## src/rtl/uart_rx_deserializer.sv

```systemverilog
// UART 8N1 receive deserializer: 2-FF rx synchroniser, start-bit qualification, mid-bit sampling.
// Define UART_RX_PARITY_EN to add an even-parity bit between data and stop, flagged on parity_err.
module uart_rx_deserializer #(
    parameter int unsigned CLKS_PER_BIT = 5208,
    parameter int unsigned CNT_W        = $clog2(CLKS_PER_BIT)
) (
    input  logic       clk,
    input  logic       rst_n,
    input  logic       rx,
    input  logic       rx_clr,
    output logic [7:0] rx_data,
    output logic       rx_ready,
    output logic       rx_done,
    output logic       busy,
    output logic       frame_err,
`ifdef UART_RX_PARITY_EN
    output logic       parity_err,
`endif
    output logic       overrun
);

    localparam int unsigned DATA_W = 8;
    localparam int unsigned BIT_W  = 3;
    localparam logic [CNT_W-1:0] TICK_CNT = CNT_W'(CLKS_PER_BIT - 1);
    localparam logic [CNT_W-1:0] HALF_CNT = CNT_W'(CLKS_PER_BIT / 2 - 1);

    typedef enum logic [2:0] {
        IDLE   = 3'd0,
        START  = 3'd1,
        DATA   = 3'd2,
        STOP   = 3'd3,
`ifdef UART_RX_PARITY_EN
        PARITY = 3'd5,
`endif
        BREAK  = 3'd4
    } state_t;

    state_t              state;
    state_t              state_next;
    logic                rx_m;
    logic                rx_s;
    logic [CNT_W-1:0]    cnt;
    logic [BIT_W-1:0]    bit_idx;
    logic [DATA_W-1:0]   shift;
    logic                tick;
    logic                half;
    logic                sample;
    logic                good_stop;
    logic                ferr_set;
    logic                perr_set;

    assign tick = (cnt == TICK_CNT);
    assign half = (cnt == HALF_CNT);

    // Two-stage synchroniser; idles high so reset never looks like a start bit
    always_ff @(posedge clk or negedge rst_n) begin
        if (!rst_n) begin
            rx_m <= 1'b1;
            rx_s <= 1'b1;
        end else begin
            rx_m <= rx;
            rx_s <= rx_m;
        end
    end

    always_ff @(posedge clk or negedge rst_n) begin
        if (!rst_n) state <= IDLE;
        else        state <= state_next;
    end

    always_comb begin
        state_next = state;
        sample     = 1'b0;
        good_stop  = 1'b0;
        ferr_set   = 1'b0;
        perr_set   = 1'b0;
        case (state)
            IDLE: begin
                if (!rx_s) state_next = START;
            end
            START: begin
                if (half) state_next = rx_s ? IDLE : DATA;
            end
            DATA: begin
                if (tick) begin
                    sample = 1'b1;
                    if (bit_idx == BIT_W'(DATA_W - 1)) begin
`ifdef UART_RX_PARITY_EN
                        state_next = PARITY;
`else
                        state_next = STOP;
`endif
                    end
                end
            end
`ifdef UART_RX_PARITY_EN
            PARITY: begin
                if (tick) begin
                    perr_set   = (rx_s != (^shift));
                    state_next = STOP;
                end
            end
`endif
            STOP: begin
                if (tick) begin
                    if (rx_s) begin
                        good_stop  = 1'b1;
                        state_next = IDLE;
                    end else begin
                        ferr_set   = 1'b1;
                        state_next = BREAK;
                    end
                end
            end
            BREAK: begin
                if (rx_s) state_next = IDLE;
            end
            default: state_next = IDLE;
        endcase
    end

    // Baud counter restarts on every state change and wraps each bit
    always_ff @(posedge clk or negedge rst_n) begin
        if (!rst_n) begin
            cnt     <= '0;
            bit_idx <= '0;
            shift   <= '0;
        end else begin
            if (state_next != state || state == IDLE || tick) cnt <= '0;
            else                                               cnt <= cnt + CNT_W'(1);
            if (state != DATA) bit_idx <= '0;
            else if (sample)   bit_idx <= bit_idx + BIT_W'(1);
            if (sample) shift <= {rx_s, shift[DATA_W-1:1]};
        end
    end

    // Byte is handed over during the rx_done cycle; a coincident rx_clr loses to the load
    always_ff @(posedge clk or negedge rst_n) begin
        if (!rst_n) begin
            rx_data    <= '0;
            rx_ready   <= 1'b0;
            rx_done    <= 1'b0;
            busy       <= 1'b0;
            frame_err  <= 1'b0;
            overrun    <= 1'b0;
`ifdef UART_RX_PARITY_EN
            parity_err <= 1'b0;
`endif
        end else begin
            rx_done <= good_stop;
            busy    <= (state_next != IDLE);
            if (rx_done) begin
                rx_data  <= shift;
                rx_ready <= 1'b1;
            end else if (rx_clr) begin
                rx_ready <= 1'b0;
            end
            if (rx_done && rx_ready && !rx_clr) overrun <= 1'b1;
            else if (rx_clr)                    overrun <= 1'b0;
            if (ferr_set)    frame_err <= 1'b1;
            else if (rx_clr) frame_err <= 1'b0;
`ifdef UART_RX_PARITY_EN
            if (perr_set)    parity_err <= 1'b1;
            else if (rx_clr) parity_err <= 1'b0;
`endif
        end
    end

endmodule

```

## config.mk

```make
export PLATFORM = sky130hd
export DESIGN_NAME = uart_rx_deserializer
export DESIGN_NICKNAME = d
export VERILOG_FILES = /design/src/rtl/uart_rx_deserializer.sv
export SDC_FILE = /design/constraint.sdc
export NUM_CORES = 1
export LEC_CHECK = 0
export CAP_MARGIN = 20
export CORE_MARGIN = 5
export CORE_UTILIZATION = 30
export CTS_BUF_LIST = sky130_fd_sc_hd__clkbuf_4 sky130_fd_sc_hd__clkbuf_8 sky130_fd_sc_hd__clkbuf_16
export DETAILED_ROUTE_END_ITERATION = 16
export HOLD_SLACK_MARGIN = 0.08
export PLACE_DENSITY = 0.53
export SETUP_SLACK_MARGIN = 0.1
export SYNTH_ARGS = -nofsm -noshare
export SYNTH_HDL_FRONTEND = slang
export SYNTH_SLANG_ARGS = --single-unit
export TNS_END_PERCENT = 100
```

## constraint.sdc

```tcl
create_clock -name clk -period 3.25 [get_ports clk]
set_clock_uncertainty 0.15 [all_clocks]
set_input_delay 0.325 -clock clk [delete_from_list [all_inputs] [get_ports clk]]
set_output_delay 0.325 -clock clk [all_outputs]
set_load 0.02 [all_outputs]
```

; Word-level counts from Yosys, hierarchy flattened
; Index checks and enable logic that the tools add are counted.
; W data, S select, Z words.
[classes]
n_eq_ne = 9
n_addsub = 2
n_reduce_logical = 11
muxes = 24
[ops]
columns = cell, count
row1 = $mux W3, 9
row2 = $pmux W3 S5, 1
row3 = $add A13 B1 Y13 const B, 1
row4 = $eq A13 B12 Y1 const B, 1
row5 = $eq A13 B13 Y1 const B, 1
row6 = $mux W13, 1
row7 = $mux W1, 12
row8 = $reduce_bool A2 Y1, 4
row9 = $eq A3 B2 Y1 const B, 2
row10 = $eq A3 B3 Y1 const B, 2
row11 = $add A3 B1 Y3 const B, 1
row12 = $eq A3 B1 Y1 const B, 1
row13 = $logic_not A3 Y1, 1
row14 = $ne A3 B2 Y1 const B, 1
row15 = $ne A3 B3 Y1, 1
row16 = $reduce_bool A3 Y1, 1
row17 = $logic_and A1 B1 Y1, 2
row18 = $logic_or A1 B1 Y1, 2
row19 = $mux W2, 1
row20 = $logic_not A1 Y1, 1
[word_totals]
reg_bits = 42
word_cells = 58
output_inout_bits = 13
inputBits = 4

; Depth between registers and ports, before layout
[logic_depth]
depth_word = 8
mapped_depth = 7
depth_no_buf = 5

; Least setup slack after synthesis
; Ideal clock, no wire load.
[synth_path]
path_type = flip-flop to flip-flop
startpoint = register cnt[0]
endpoint = register busy
t_arrival_ns = 1.715
stages_incl_launch_ff = 6
setup_slack_ns = 1.246
setup_time_ns = 0.138
period_less_slack_ns = 2.004
cell_sequence = dfrtp_1 > ha_1 > nor3b_2 > nand4_2 > a221o_1 > or4_1
[synth_via]
elab_chain_cells = 4
word_cells_on_any_way = 7
cone_classes = eq/ne: 2 / mux: 4 / reduce/logical: 1
[synth_rtl]
columns = element, line
row1 = "start, declared", 42  ; logic [CNT_W-1:0] cnt;
row2 = "start signal, assigned", 130  ; else cnt <= cnt + CNT_W'(1);
row3 = $eq A13 B13 Y1 or $eq A13 B12 Y1 (tied branches), "52, 53"
row4 = "$mux W3, on equally long branches", "105, 82, 85"
row5 = $pmux W3 S5 (*), 77  ; case (state)
row6 = $reduce_bool A3 Y1 (*), 151  ; busy <= (state_next != IDLE);
row7 = "end signal, assigned", 151
row8 = "end, declared", 14  ; output logic busy,
; Mark *: on every way between the ends. The rest lies on a longest branch, timed or not.
; A chain may end at the register's enable or synchronous reset.

; Final worst setup path
; Ends and elaborated chain as after synthesis.

==> results.md <==
* Cell depth of the worst flop-to-flop path at 5
* Max-slew headroom at 40.55%
* Drt drc at 0
* Die X at 89.07 um
* Synth top area cells: dfrtp_1 53%, mux2_2 4.8%, xor2_1 4.7%
* WL final at 3468 um
* Initial Utilization at 31.31%
* Post-synth top area cell: dfrtp_1
* Clk pin slew, worst setup/hold paths at 90 ps
* Detailed placement HPWL at 2410 um
* Critical Path Start Type: flip-flop
* FFs w/ async S/R, synth at 100.0%
* Pleak at 1.034 nW
* Fin. Hold Viols at 0
* Number of enable flip-flop cells after synthesis at 0
* Ports at 17
* Antenna Cells at 0
* Hold Startpoint: rx_m
* Initial DRC count at 68
* Internal power at 0.6834 mW
* RR Startpoint: cnt[0]
* Pre-antenna DRT Iters at 4
* Grt ovf at 0
* Commonest register cell after synthesis: dfrtp_1
* Worst Setup End Kind: flip-flop
* Crit path largest cell delay at 460 ps
* Synth top area share at 53.37%
* Hold Crit Class: flip-flop to flip-flop
* Die Y at 89.07 um
* Vias in the first global route at 1241
* Comb pwr share at 1.7%
* RSZ-0062 raised after global routing: no
* Vias per inst at 4.920
* Synth Instances at 154
* # H-tree levels at 2
* Pwr/cell area at 402.7 nW/um2
* Row count at 28
* Final slew viol count at 0
* Post-synth top cells: 40 x dfrtp_1, 12 x nor2_1, 10 x xor2_1, 8 x mux2_2, 7 x mux2_1
* Synth Register Bits at 42
* Post-synthesis sequential area ratio at 56.17%
* Final Util at 36.97%
* Status: finished clean
* WP data arrival at 2460 ps
* PostCTS Resize Cnt at 0
* Worst-Margin Slew at 891.7 ps
* Most frequent cell after synthesis: dfrtp_1
* Avg Cell Area, Syn at 12.18 um2
* Maximum VDD drop at 0.0002227 V
* Hold path cells at 0
* GRT Total Usage at 9.836%
* Clock Power Share at 39.4%
* Max_cap viols at 0
* Largest delay share family, worst path: simple AND/OR/NAND/NOR gates
* Final setup viols at 0
* IO buf count at 16
* Max Fclk at 411.3 MHz
* Nets at 181
* Routed len/inst at 13.87 um
* Final ANT Viol Nets at 0
* Clock buffer count from CTS at 5
* Crit-path slowest cell: or4_1
* CP Cell Sequence: ha_1 > nor3b_2 > nand4_2 > a221o_1 > or4_1
* Ys Warns at 0
* Area Overhead vs Synth at 18.08%
* Post-layout minimum cycle time at 2431 ps
* Clock Latency Late Sink at 290 ps
* Required @ worst endpoint at 3270 ps
* Worst r2r dst: busy
* Setup TNS at 0 ps
* WP buf/inv at 0
* Die area at 7933 um2
* Synthesized area at 1876 um2
* Yosys cell types at 42
* First-pass GRT wire length at 5947 um
* Mapped Nets at 161
* Antenna violations before repair at 0
* Kind of critical path: flip-flop to flip-flop
* Clk sinks at 42
* Switching power at 0.2085 mW
* Tcrit/Tclk final at 74.82%
* Flop pwr share at 58.9%
* Root Buffer Master: clkbuf_8
* Routability cong. at 0.8198
* Layout cells sized above 1 at 13.71%
* Sw Share at 23.38%
* Crit-path max FO at 15
* Vias at 1230
* Core Region at 5991 um2
* Endpoint, Worst Hold: rx_s
* Flop-to-flop setup slack at 820 ps
* Largest net degree at the start of global routing at 43
* Clk buf depth at 2
* TritonCTS clock tree: yes
==> what timing repair did <==
item                       CTS  global route
hold buffers                 1             0
hold endpoints to repair    40             0
buffers inserted             0             0
setup endpoints to repair    0             0
==> power groups by stage <==
stage               logic [mW]  registers (mW)  clock network, mW
floorplan              0.00129           0.536                  0
global route            0.0186           0.526              0.385
finish                  0.0150           0.526              0.351
global placement        0.0149           0.536                  0
detailed placement      0.0154           0.536                  0
CTS                     0.0165           0.526              0.367
==> worst register-to-register path, cell delays in order, from the launching register on <==
cell and delay (ps):
dfrtp_1 370, ha_1 300, nor3b_2 230, nand4_2 380, a221o_1 440, or4_1 460
==> cells by family (layout without fill, tap and decap cells) <==
kind of cell	Yosys count	count (layout)	synth area share, %
simple gates	49	49	16.75
flops	42	42	56.17
compound gates	22	22	7.738
mux	17	17	10.07
xor+xnor	11	11	5.137
buf+inv	10	31	2.135
fa+ha+maj	3	3	2.002
==> per-layer routing <==
metal | share of wire, % | GRT usage, %
met1 | 49 | 12.39
met2 | 46 | 15.72
met3 | 2.9 | 2.488
met4 | 2.1 | 4.871
met5 | 0 | 0
==> worst max path at each step <==
stage | start | endpoint | cells past startpoint
2_1_floorplan | cnt[0] | busy | 5
3_3_place_gp | cnt[0] | busy | 5
3_5_place_dp | cnt[0] | busy | 5
4_1_cts | cnt[0] | busy | 5
5_1_grt | cnt[0] | busy | 5
6_report | cnt[0] | busy | 5
==> layout by cell type (no fill, tap or decap), types with 2 or more instances in the layout <==
cell,count
dfrtp_1,40
nor2_1,12
a211oi_1,6
nand2_1,2
o31ai_1,2
a21oi_1,4
mux2_2,8
inv_1,5
mux2i_1,2
nor3_1,3
mux2_1,7
and4_1,2
nand3b_1,2
a21o_1,2
nand3_1,6
clkdlybuf4s50_1,15
nor4bb_1,2
ha_1,3
o21ai_0,5
xor2_1,10
dfstp_2,2
clkbuf_8,5
nand4_1,5
==> through the flow <==
step / hold WS (ps) / cells / setup slack, ps / total power [mW] / cell area (um2)
final: 209.1 / 250 / 818.5 / 0.8919 / 2215
after global routing: 210.4 / 250 / 673.8 / 0.9293 / 2215
after CTS: 209.7 / 250 / 801.9 / 0.9095 / 2215
after detailed placement: 196.9 / 241 / 797.3 / 0.5514 / 2111
after global placement: 196.7 / 241 / 882.2 / 0.5508 / 2111
after floorplan: -120.6 / 154 / 1246 / 0.5369 / 1876
==> state kept, by name (all words and copies together), names as in the netlist <==
register   flops
rx_done        1
bit_idx        3
rx_ready       1
overrun        1
state          3
frame_err      1
busy           1
shift          8
rx_s           1
cnt           13
rx_m           1
rx_data        8
==> final cells by class <==
class | count | area, um2
fill | 586 | 3776
sequential | 42 | 1054
multi-input combinational | 102 | 782.0
timing repair buffer | 18 | 172.7
tap | 75 | 93.84
clock buffer | 5 | 68.82
clock inverter | 3 | 25.02
inverter | 5 | 18.77
(Power assumes the default switching activity.)
